`src/rtl/occupancy_counter.sv`:
```
// Up/down occupancy counter with saturate/wrap boundary modes, parallel load and registered flags.
// Flags and OVF/UNF pulses are derived from the next count, so they always line up with CO.
module occupancy_counter #(
    parameter int W       = 3,
    parameter int MAX_VAL = 7,
    parameter int AE_TH   = 1,
    parameter int AF_TH   = 6
) (
    input  logic         CLK,
    input  logic         MR,
    input  logic         UP,
    input  logic         DOWN,
    input  logic         LOAD,
    input  logic [W-1:0] LD_VAL,
    input  logic         WRAP_EN,
    output logic [W-1:0] CO,
    output logic         EF,
    output logic         FF,
    output logic         AEF,
    output logic         AFF,
    output logic         OVF,
    output logic         UNF
);

    // One spare bit keeps MAX_VAL = 2^W-1 from losing its carry on increment.
    localparam logic [W:0] MAXV = (W+1)'(MAX_VAL);
    localparam logic [W:0] AEV  = (W+1)'(AE_TH);
    localparam logic [W:0] AFV  = (W+1)'(AF_TH);
    localparam logic [W:0] ZERO = '0;
    localparam logic [W:0] ONE  = (W+1)'(1);

    logic [W:0] cur;
    logic [W:0] ld_ext;
    logic [W:0] nxt;
    logic       ovf_nxt;
    logic       unf_nxt;

    assign cur    = {1'b0, CO};
    assign ld_ext = {1'b0, LD_VAL};

    always_comb begin
        nxt     = cur;
        ovf_nxt = 1'b0;
        unf_nxt = 1'b0;
        if (LOAD) begin
            nxt = (ld_ext > MAXV) ? MAXV : ld_ext;
        end else if (UP && !DOWN) begin
            if (cur == MAXV) begin
                ovf_nxt = 1'b1;
                nxt     = WRAP_EN ? ZERO : cur;
            end else begin
                nxt = cur + ONE;
            end
        end else if (DOWN && !UP) begin
            if (cur == ZERO) begin
                unf_nxt = 1'b1;
                nxt     = WRAP_EN ? MAXV : cur;
            end else begin
                nxt = cur - ONE;
            end
        end
    end

    always_ff @(posedge CLK or posedge MR) begin
        if (MR) begin
            CO  <= '0;
            EF  <= 1'b1;
            FF  <= 1'b0;
            AEF <= 1'b1;
            AFF <= 1'b0;
            OVF <= 1'b0;
            UNF <= 1'b0;
        end else begin
            CO  <= nxt[W-1:0];
            EF  <= (nxt == ZERO);
            FF  <= (nxt == MAXV);
            AEF <= (nxt <= AEV);
            AFF <= (nxt >= AFV);
            OVF <= ovf_nxt;
            UNF <= unf_nxt;
        end
    end

endmodule

```
`config.mk`:
```
export PLATFORM = sky130hd
export DESIGN_NAME = occupancy_counter
export DESIGN_NICKNAME = d
export VERILOG_FILES = /design/src/rtl/occupancy_counter.sv
export SDC_FILE = /design/constraint.sdc
export NUM_CORES = 1
export LEC_CHECK = 0
export BUFFER_PORTS_ARGS = -buffer_cell sky130_fd_sc_hd__buf_2
export CAP_MARGIN = 20
export CORE_MARGIN = 1.5
export CORE_UTILIZATION = 37
export CTS_CLUSTER_DIAMETER = 50
export DETAILED_ROUTE_END_ITERATION = 12
export GPL_TIMING_DRIVEN = 0
export SKIP_CTS_REPAIR_TIMING = 1
export SLEW_MARGIN = 10
export SYNTH_ARGS = -nofsm -noshare
export SYNTH_HDL_FRONTEND = slang
export SYNTH_SLANG_ARGS = --single-unit
```
`constraint.sdc`:
```
create_clock -name CLK -period 2.1 [get_ports CLK]
set_input_delay 0.105 -clock CLK [delete_from_list [all_inputs] [get_ports CLK]]
set_output_delay 0.105 -clock CLK [all_outputs]
set_load 0.02 [all_outputs]
```
==> metrics.yaml, run 1 <==
drt:
  wl_per_cell_um: 13.4
  drt-pass1-iter-count: 3
  vias: 611
  route.detailed.drc: 0
  routed_wirelength_um: 1580
  first_iter_violations: 13
  drtAntennaViolNets: 0
  routed_via_density: 5.18
critical_path:
  worstPathCellList: "ha_1 > buf_4 > mux2i_1 > a2111o_1 > o311ai_4 > inv_6 > nor4b_4"
  r2r-start: "CO[0]"
  cp_data_required_time_ps: 2270
  cp-end-kind: "flop"
  critPathMaxFanout: 7
  crit_type: "reg -> reg"
  crit_start: "CO[0]"
  cp-start-kind: "flop"
  crit_arrival_ps: 2110
  slowest_delay_ps: 470
  crit_path_top_delay_cell: "a2111o_1"
  r2r_setup_slack_ps: 160
synth:
  yosys.area.top_type: "dfrtp_1"
  netlist_area_um2: 706
  synth_cells: 69
  synth_seq_cells: 9
  synthTopCellsByCount: "7 x dfrtp_1, 4 x ha_1, 4 x nand2b_1, 4 x nor3_1"
  synth_edf_count: 0
  syn_area_per_cell_um2: 10.2
  synthMostInstantiatedCell: "dfrtp_1"
  ys_async_sr_fraction_pct: 100
  yosys.cell_types.count: 39
  syn_nets: 82
  yosysTopAreaCellShare_pct: 24.8
  yosys_most_used_dff: "dfrtp_1"
  synth_area_leaders: "dfrtp_1 25%, dfstp_2 7.4%, ha_1 7.1%, o311ai_4 3.7%, nand2b_1 3.5%"
  yosysWarnings: 0
  synth-seq-area-share_pct: 32.3
power:
  p_seq_share_pct: 37.0
  sw_frac_of_total_pct: 35.2
  peakVddDrop_mv: 0.298
  leakage_nw: 0.398
  p_switching_w: 0.000201
  power.density_nw_per_um2: 642
  power.internal_w: 0.000370
  pwr-share-comb_pct: 40.1
  clkPwrFrac_pct: 22.9
  total_power_w: 0.000570
timing:
  fin_ws_ps: 158
  fmax_mhz: 515
  finalHoldViolCount: 0
  finalCritPeriodShare_pct: 92.5
  min_period_ps: 1940
  rsz0062_at_grt: "false"
  relSlewSlack_pct: 73.4
  finClkSkew_ps: 4.62
  setup_violations: 0
  worst_slew_pin_slew_ps: 399
  finalSetupTns_ps: 0
  slew_violations: 0
final_layout:
  nets: 107
  drive_above_1_share_pct: 41.9
  utilization_pct: 50.4
  n_antenna_cell: 0
  final_area_um2: 888
  syn_to_final_growth_pct: 25.9
flow_run:
  cap_violations: 0
clock_tree:
  clk_path_buf_depth: 2
  cts_max_level: 1
  root_buffer: "clkbuf_4"
  cts_tree: "yes"
  clk_latency_ps: 260
  path_clk_slew_ps: 60
  clock_sinks: 9
  cts_made_buffers: 3
floorplanning:
  die-area_um2: 2180
  core-area_um2: 1760
  fp.dieH_um: 46.7
  rows: 15
  fp.dieW_um: 46.7
  io_pins: 18
  initial_core_util_pct: 40.0
global_routing:
  globalRouteOverflowTotal: 0
  grt_pass1_vias: 567
  grt_pass1_wl_um: 2580
  grt_max_degree: 11
  grt_util_all_layers_pct: 17.3
  antenna_found_initial: 0
place:
  post_dp_cell_area_um2: 822
  gp_congestion: 0.791
  io_buffer_count: 17
  dpl.hpwl_um: 1170
  post-place-ws_ps: 74.8
run_status:
  run_status: "completed"
hold_path:
  min-delay-start: "LD_VAL[0]"
  hold_path_class: "in -> reg"
area by class of cell:
cell class	instances	area, um2
Clock buffer	4	26.3
Timing Repair Buffer	20	110
Tap cell	25	31.3
Fill cell	184	876
Inverter	5	23.8
Buffer	3	23.8
Sequential cell	9	230
Multi-Input combinational cell	52	443
worst paths after layout:
path                       cells past startpoint     to
min in group asynchronous                      3  CO[2]
max                                            7     EF
min                                            3  CO[0]
max in group asynchronous                      3     EF
max reg2reg                                    7     EF
min reg2reg                                    3    OVF
cell usage in the layout, fill, tap and decap left out, types with 3 or more instances in the layout:
cell and n:
nand2b_1 4, nor3_1 4, nor2b_1 3, clkbuf_4 3, dfrtp_1 5, nand2_1 3
inv_1 3, buf_2 18, ha_1 3, buf_4 3
critical path: cells and delay by family (launching register included):
family                     cells  cell delay (ps)
adders and majority gates      1              200
DFF                            1              440
muxes                          1              120
AOI/OAI and AO/OA              2              620
buffers and inverters          2              210
and+or+nand+nor                1              260
state kept, by name, summed over array words and instances, names as in the netlist:
register and count:
EF 1, CO 3, AEF 1, OVF 1
AFF 1, UNF 1, FF 1
through the flow:
| step | hold WS [ps] | instances |
|---|---|---|
| 4_1_cts | -206 | 115 |
| 2_1_floorplan | -68.5 | 69 |
| 3_5_place_dp | 77.7 | 111 |
| 3_3_place_gp | 66.7 | 111 |
| 5_1_grt | 167 | 118 |
| 6_report | 156 | 118 |
metal layers:
metal	track usage (%)	vias to the layer above	share of wire (%)
met4	3.33	0	0
met3	5.88	0	4.0
li1	-	305	-
met1	23.9	291	50
met5	0	-	0
met2	26.4	15	46
cell families after synthesis:
logic type | Yosys count | synth area share [%]
and+or+nand+nor | 26 | 26.2
adders and majority gates | 4 | 7.09
AOI/OAI and AO/OA | 20 | 24.8
buffers and inverters | 8 | 6.74
DFF | 9 | 32.3
muxes | 2 | 2.84
power by group through the flow:
stage / Combinational (W) / Sequential [W] / Clock [W]
final: 0.000229 / 0.000211 / 0.000131
after floorplan: 0.000132 / 0.000236 / 0
after global routing: 0.000251 / 0.000213 / 0.000144
after CTS: 0.000211 / 0.000212 / 0.000136
after detailed placement: 0.000211 / 0.000215 / 0
after global placement: 0.000209 / 0.000215 / 0
No activity file was read; power rests on OpenSTA's default activity.
==> inputs of run 2 (changes only) <==
RECOVER_POWER = 50   (was not set)
==> metrics.yaml, run 2 (synthesized netlist as in run 1, its figures left out) <==
timing:
  relSlewSlack_pct: 73.4  # unchanged
  finalCritPeriodShare_pct: 92.5  # unchanged
  fmax_mhz: 515  # unchanged
  rsz0062_at_grt: "false"
  slew_violations: 0  # unchanged
  fin_ws_ps: 158  # unchanged
  setup_violations: 0  # unchanged
  finClkSkew_ps: 4.62  # +0.0000600 ps
  finalHoldViolCount: 0  # unchanged
  worst_slew_pin_slew_ps: 399  # unchanged
  min_period_ps: 1940  # unchanged
  finalSetupTns_ps: 0  # unchanged
  whs_ps: 156  # -0.0320 ps
final_layout:
  final_common_cell: "buf_2"
  top_register: "CO"
  nets: 107  # unchanged
  n_antenna_cell: 0  # unchanged
  final_cell_mix: "14 x buf_2, 5 x dfrtp_1, 5 x clkbuf_1"
  drive_above_1_share_pct: 37.6  # -4.3 points
  utilization_pct: 50.1  # -0.28 points
  fillCellCount: 183  # -0.54%
  syn_to_final_growth_pct: 25.2
  largest_reg_flops: 3  # unchanged
place:
  io_buffer_count: 17  # unchanged
  post-place-ws_ps: 74.8  # unchanged
  gp_congestion: 0.791  # unchanged
  dpl.hpwl_um: 1170  # unchanged
global_routing:
  grt_util_all_layers_pct: 17.3  # unchanged
  grt_max_degree: 11  # unchanged
  antenna_found_initial: 0  # unchanged
  grt_pass1_wl_um: 2580  # unchanged
  grt_pass1_vias: 567  # unchanged
  globalRouteOverflowTotal: 0  # unchanged
drt:
  routed_via_density: 5.18  # unchanged
  wl_per_cell_um: 13.4  # +0.38%
  vias: 611  # unchanged
  first_iter_violations: 13  # unchanged
  route.detailed.drc: 0  # unchanged
  drt-pass1-iter-count: 3  # unchanged
  routed_wirelength_um: 1590  # +0.38%
  drtAntennaViolNets: 0  # unchanged
clock_tree:
  cts_tree: "yes"
  clock_sinks: 9  # unchanged
  path_clk_slew_ps: 60  # about the same
  clk_latency_ps: 260  # about the same
  cts_max_level: 1  # unchanged
  cts_made_buffers: 3  # unchanged
  root_buffer: "clkbuf_4"
  clk_path_buf_depth: 2  # unchanged
critical_path:
  crit_arrival_ps: 2110  # about the same
  critPathMaxFanout: 7  # unchanged
  worstPathCellList: "ha_1 > buf_4 > mux2i_1 > a2111o_1 > o311ai_4 > inv_6 > nor4b_4"
  cp-start-kind: "flop"
  cp-end-kind: "flop"
  slowest_delay_ps: 470  # about the same
  crit_type: "reg -> reg"
  crit_path_top_delay_cell: "a2111o_1"
  cp_data_required_time_ps: 2270  # about the same
flow_run:
  cap_violations: 0  # unchanged
floorplanning:
  fp.dieH_um: 46.7  # unchanged
  core-area_um2: 1760  # unchanged
  fp.dieW_um: 46.7  # unchanged
  io_pins: 18  # unchanged
  initial_core_util_pct: 40.0  # unchanged
  die-area_um2: 2180  # unchanged
  rows: 15  # unchanged
hold_path:
  hold_path_class: "in -> reg"
power:
  total_power_w: 0.000569  # -0.24%
  leakage_nw: 0.381  # -4.1%
  power.density_nw_per_um2: 644  # +0.32%
  peakVddDrop_mv: 0.292  # -1.9%
run_status:
  run_status: "completed"
-- run 2: cell types whose count changed in the layout (fill, tap and decap cells not counted), sizes merged --
cell    delta
buf        -4
clkbuf     +4
-- run 2: critical path: cells and delay by family (launching register included) --
family / cells / cell delay (ps)
adder cells (fa/ha/maj): 1 / 200
multiplexers: 1 / 120
flip-flops: 1 / 440
AO/OA/AOI/OAI: 2 / 620
AND/OR/NAND/NOR: 1 / 260
buffers and inverters: 2 / 210
-- run 2: where the power goes --
| group | total (W) | switching [W] | leakage [nW] | internal [W] |
|---|---|---|---|---|
| combinational | 0.000227 | 0.000128 | 0.259 | 0.0000992 |
| sequential | 0.000211 | 0.0000154 | 0.108 | 0.000196 |
| clock | 0.000131 | 0.0000577 | 0.0150 | 0.0000731 |
-- run 2: worst paths after layout --
kind | startpoint | endpoint | slack (ps) | cells past startpoint
setup / recovery | CO[0] | EF | 160 | 7
hold / removal | LD_VAL[0] | CO[0] | 160 | 3
setup reg to reg | CO[0] | EF | 160 | 7
hold reg to reg | CO[2] | OVF | 730 | 3
max in group asynchronous | MR | EF | 1470 | 3
min in group asynchronous | MR | CO[2] | 330 | 3
-- run 2: layout make-up --
cell class                      instances  area [um2]  area share [%]
Tap cell                               25        31.3            3.54
Clock buffer                            4        26.3            2.97
Sequential cell                         9         230            26.1
Inverter                                5        23.8            2.69
Buffer                                  3        23.8            2.69
Timing Repair Buffer                   20         105            11.9
Multi-Input combinational cell         52         443            50.1
-- run 2: per-stage QoR --
step	std cells	cell area (um2)
2_1_floorplan	69	706
3_3_place_gp	111	822
3_5_place_dp	111	822
4_1_cts	115	848
5_1_grt	118	883
6_report	118	883
-- run 2: layer usage --
metal	GRT usage (%)	routed length [um]
met1	23.9	796
met2	26.4	725
met3	5.88	63
met4	3.33	0
met5	0	0
==> inputs of run 3 (changes only) <==
ABC_AREA = 1   (was not set)
==> metrics.yaml, run 3 <==
synth:
  synthTopCellsByCount: "24 x nand2_1, 11 x inv_1, 9 x nand2_2"
  yosys.cell_types.count: 20  # -49%
  synth_area_leaders: "dfrtp_1 26%, nand2_1 13%, nand2_2 8.4%, dfstp_2 7.9%, ha_1 7.5%"
  synthMostInstantiatedCell: "nand2_1"
  yosys_most_used_dff: "dfrtp_1"
  synth_cells: 93  # +35%
  synth-seq-area-share_pct: 34.0  # +1.7 points
  synth_seq_cells: 9  # unchanged
  ys_async_sr_fraction_pct: 100  # unchanged
  yosys.area.top_type: "dfrtp_1"
  syn_area_per_cell_um2: 7.20  # -30%
  synth_edf_count: 0  # unchanged
  yosysTopAreaCellShare_pct: 26.2  # +1.3 points
  syn_nets: 106  # +29%
  yosysWarnings: 0  # unchanged
  netlist_area_um2: 669  # -5.1%
timing:
  whs_ps: 110  # -46.5 ps
  fin_ws_ps: 420  # +261 ps
  fmax_mhz: 595  # +16%
  relSlewSlack_pct: 77.7  # +4.3 points
  finalHoldViolCount: 0  # unchanged
  rsz0062_at_grt: "false"
  finClkSkew_ps: 2.25  # -2.37 ps
  finalSetupTns_ps: 0  # unchanged
  min_period_ps: 1680  # -261 ps
  slew_violations: 0  # unchanged
  setup_violations: 0  # unchanged
  finalCritPeriodShare_pct: 80.0  # -12 points
  worst_slew_pin_slew_ps: 334  # -64.3 ps
global_routing:
  grt_max_degree: 10  # -1
  grt_pass1_vias: 555  # -2.1%
  globalRouteOverflowTotal: 0  # unchanged
  antenna_found_initial: 0  # unchanged
  grt_util_all_layers_pct: 15.1  # -2.2 points
  grt_pass1_wl_um: 2290  # -11%
drt:
  drt-pass1-iter-count: 4  # +1
  drtAntennaViolNets: 0  # unchanged
  first_iter_violations: 12  # -1
  vias: 611  # unchanged
  routed_via_density: 4.36  # -16%
  routed_wirelength_um: 1300  # -18%
  wl_per_cell_um: 9.31  # -31%
  route.detailed.drc: 0  # unchanged
final_layout:
  drive_above_1_share_pct: 35.7  # -2.0 points
  nets: 129  # +21%
  n_antenna_cell: 0  # unchanged
  fillCellCount: 171  # -6.6%
  final_cell_mix: "24 x nand2_1, 13 x buf_2, 11 x inv_1"
  largest_reg_flops: 3  # unchanged
  top_register: "CO"
  syn_to_final_growth_pct: 22.1
  instances_no_fill: 140  # +19%
  final_common_cell: "nand2_1"
floorplanning:
  die-area_um2: 2070  # -4.8%
  rows: 15  # unchanged
  io_pins: 18  # unchanged
  fp.dieW_um: 45.5  # -2.4%
  core-area_um2: 1710  # -3.2%
  initial_core_util_pct: 39.2  # -0.81 points
  fp.dieH_um: 45.5  # -2.4%
critical_path:
  cp-end-kind: "flop"
  crit_type: "reg -> reg"
  cp_data_required_time_ps: 2240  # -30 ps
  crit_arrival_ps: 1820  # -290 ps
  cp-start-kind: "flop"
  critPathMaxFanout: 9  # +2
place:
  post-place-ws_ps: 442  # +367 ps
  placedCellCount: 135  # +22%
  dpl.hpwl_um: 1050  # -11%
  io_buffer_count: 17  # unchanged
  gp_congestion: 0.776  # -1.9%
power:
  peakVddDrop_mv: 0.200  # -32%
  leakage_nw: 0.463  # +21%
  power.density_nw_per_um2: 647  # +0.49%
flow_run:
  cap_violations: 0  # unchanged
clock_tree:
  clk_latency_ps: 250  # about the same
  cts_tree: "yes"
  clock_sinks: 9  # unchanged
  cts_max_level: 1  # unchanged
  clk_path_buf_depth: 2  # unchanged
  cts_made_buffers: 3  # unchanged
  path_clk_slew_ps: 60  # about the same
  root_buffer: "clkbuf_4"
hold_path:
  hold_path_class: "in -> reg"
run_status:
  run_status: "completed"
## run 3: cell count changes in the layout (fill, tap and decap cells not counted), sizes merged, moves of 3 or more
cell,delta
nor2,+8
nand3,+7
nand2,+32
nand2b,-4
nor2b,-3
buf,-4
inv,+13
## run 3: kinds of logic (layout without fill, tap and decap cells)
logic type,count (synthesis),count (layout),share of synthesized area (%)
xor+xnor,1,1,1.31
buf+inv,19,41,11.8
flops,9,9,34.0
fa+ha+maj,4,4,7.48
simple gates,55,55,41.1
compound gates,5,5,4.30
## run 3: per-layer routing
layer	part of all wire (%)	GRT usage, %	wire length, um	vias to the layer above
met5	0	0	0	-
met4	0	7.65	0	0
met3	3.0	2.38	39	0
met2	49	24.8	638	14
met1	48	18.9	626	272
li1	-	-	-	325
## run 3: area by class of cell
type                       instances  area, um2  area share (%)
inverter                          18       67.6            8.27
timing repair buffer              18       90.1            11.0
multi-input combinational         65        363            44.4
clock buffer                       4       26.3            3.22
buffer                             1       11.3            1.38
tap                               25       31.3            3.83
sequential                         9        228            27.9
## run 3: path summary, 6_finish.rpt
path	start	endpoint	slack [ps]	depth (start not counted)
min in group asynchronous	MR	OVF	340	3
setup reg to reg	CO[0]	AFF	420	12
setup / recovery	CO[0]	AFF	420	12
hold / removal	LD_VAL[2]	CO[2]	110	3
hold reg to reg	CO[2]	OVF	720	3
max in group asynchronous	MR	EF	1470	3
## run 3: critical path: stages, from the launching register on
cell and delay (ps):
dfrtp_1 540, inv_1 130, ha_1 330, inv_1 60, nand2_1 50, nand3_1 80, nand2_1 50, inv_1 40
nand2_1 60, nand2_2 70, inv_2 50, nand2_2 60, nand2_1 60
## run 3: per-stage QoR
step           cell area (um2)  total power, W  util (%)
2_1_floorplan              669        0.000355         -
3_3_place_gp               786        0.000403      46.0
3_5_place_dp               786        0.000406      46.0
4_1_cts                    812        0.000537      47.5
5_1_grt                    817        0.000576      47.8
6_report                   817        0.000529      47.8
## run 3: power by group
| part | leakage (nW) | total [W] | switching [W] | internal (W) |
|---|---|---|---|---|
| Combinational | 0.338 | 0.000193 | 0.000123 | 0.0000702 |
| Clock | 0.0150 | 0.000127 | 0.0000538 | 0.0000728 |
| Sequential | 0.110 | 0.000209 | 0.0000158 | 0.000194 |
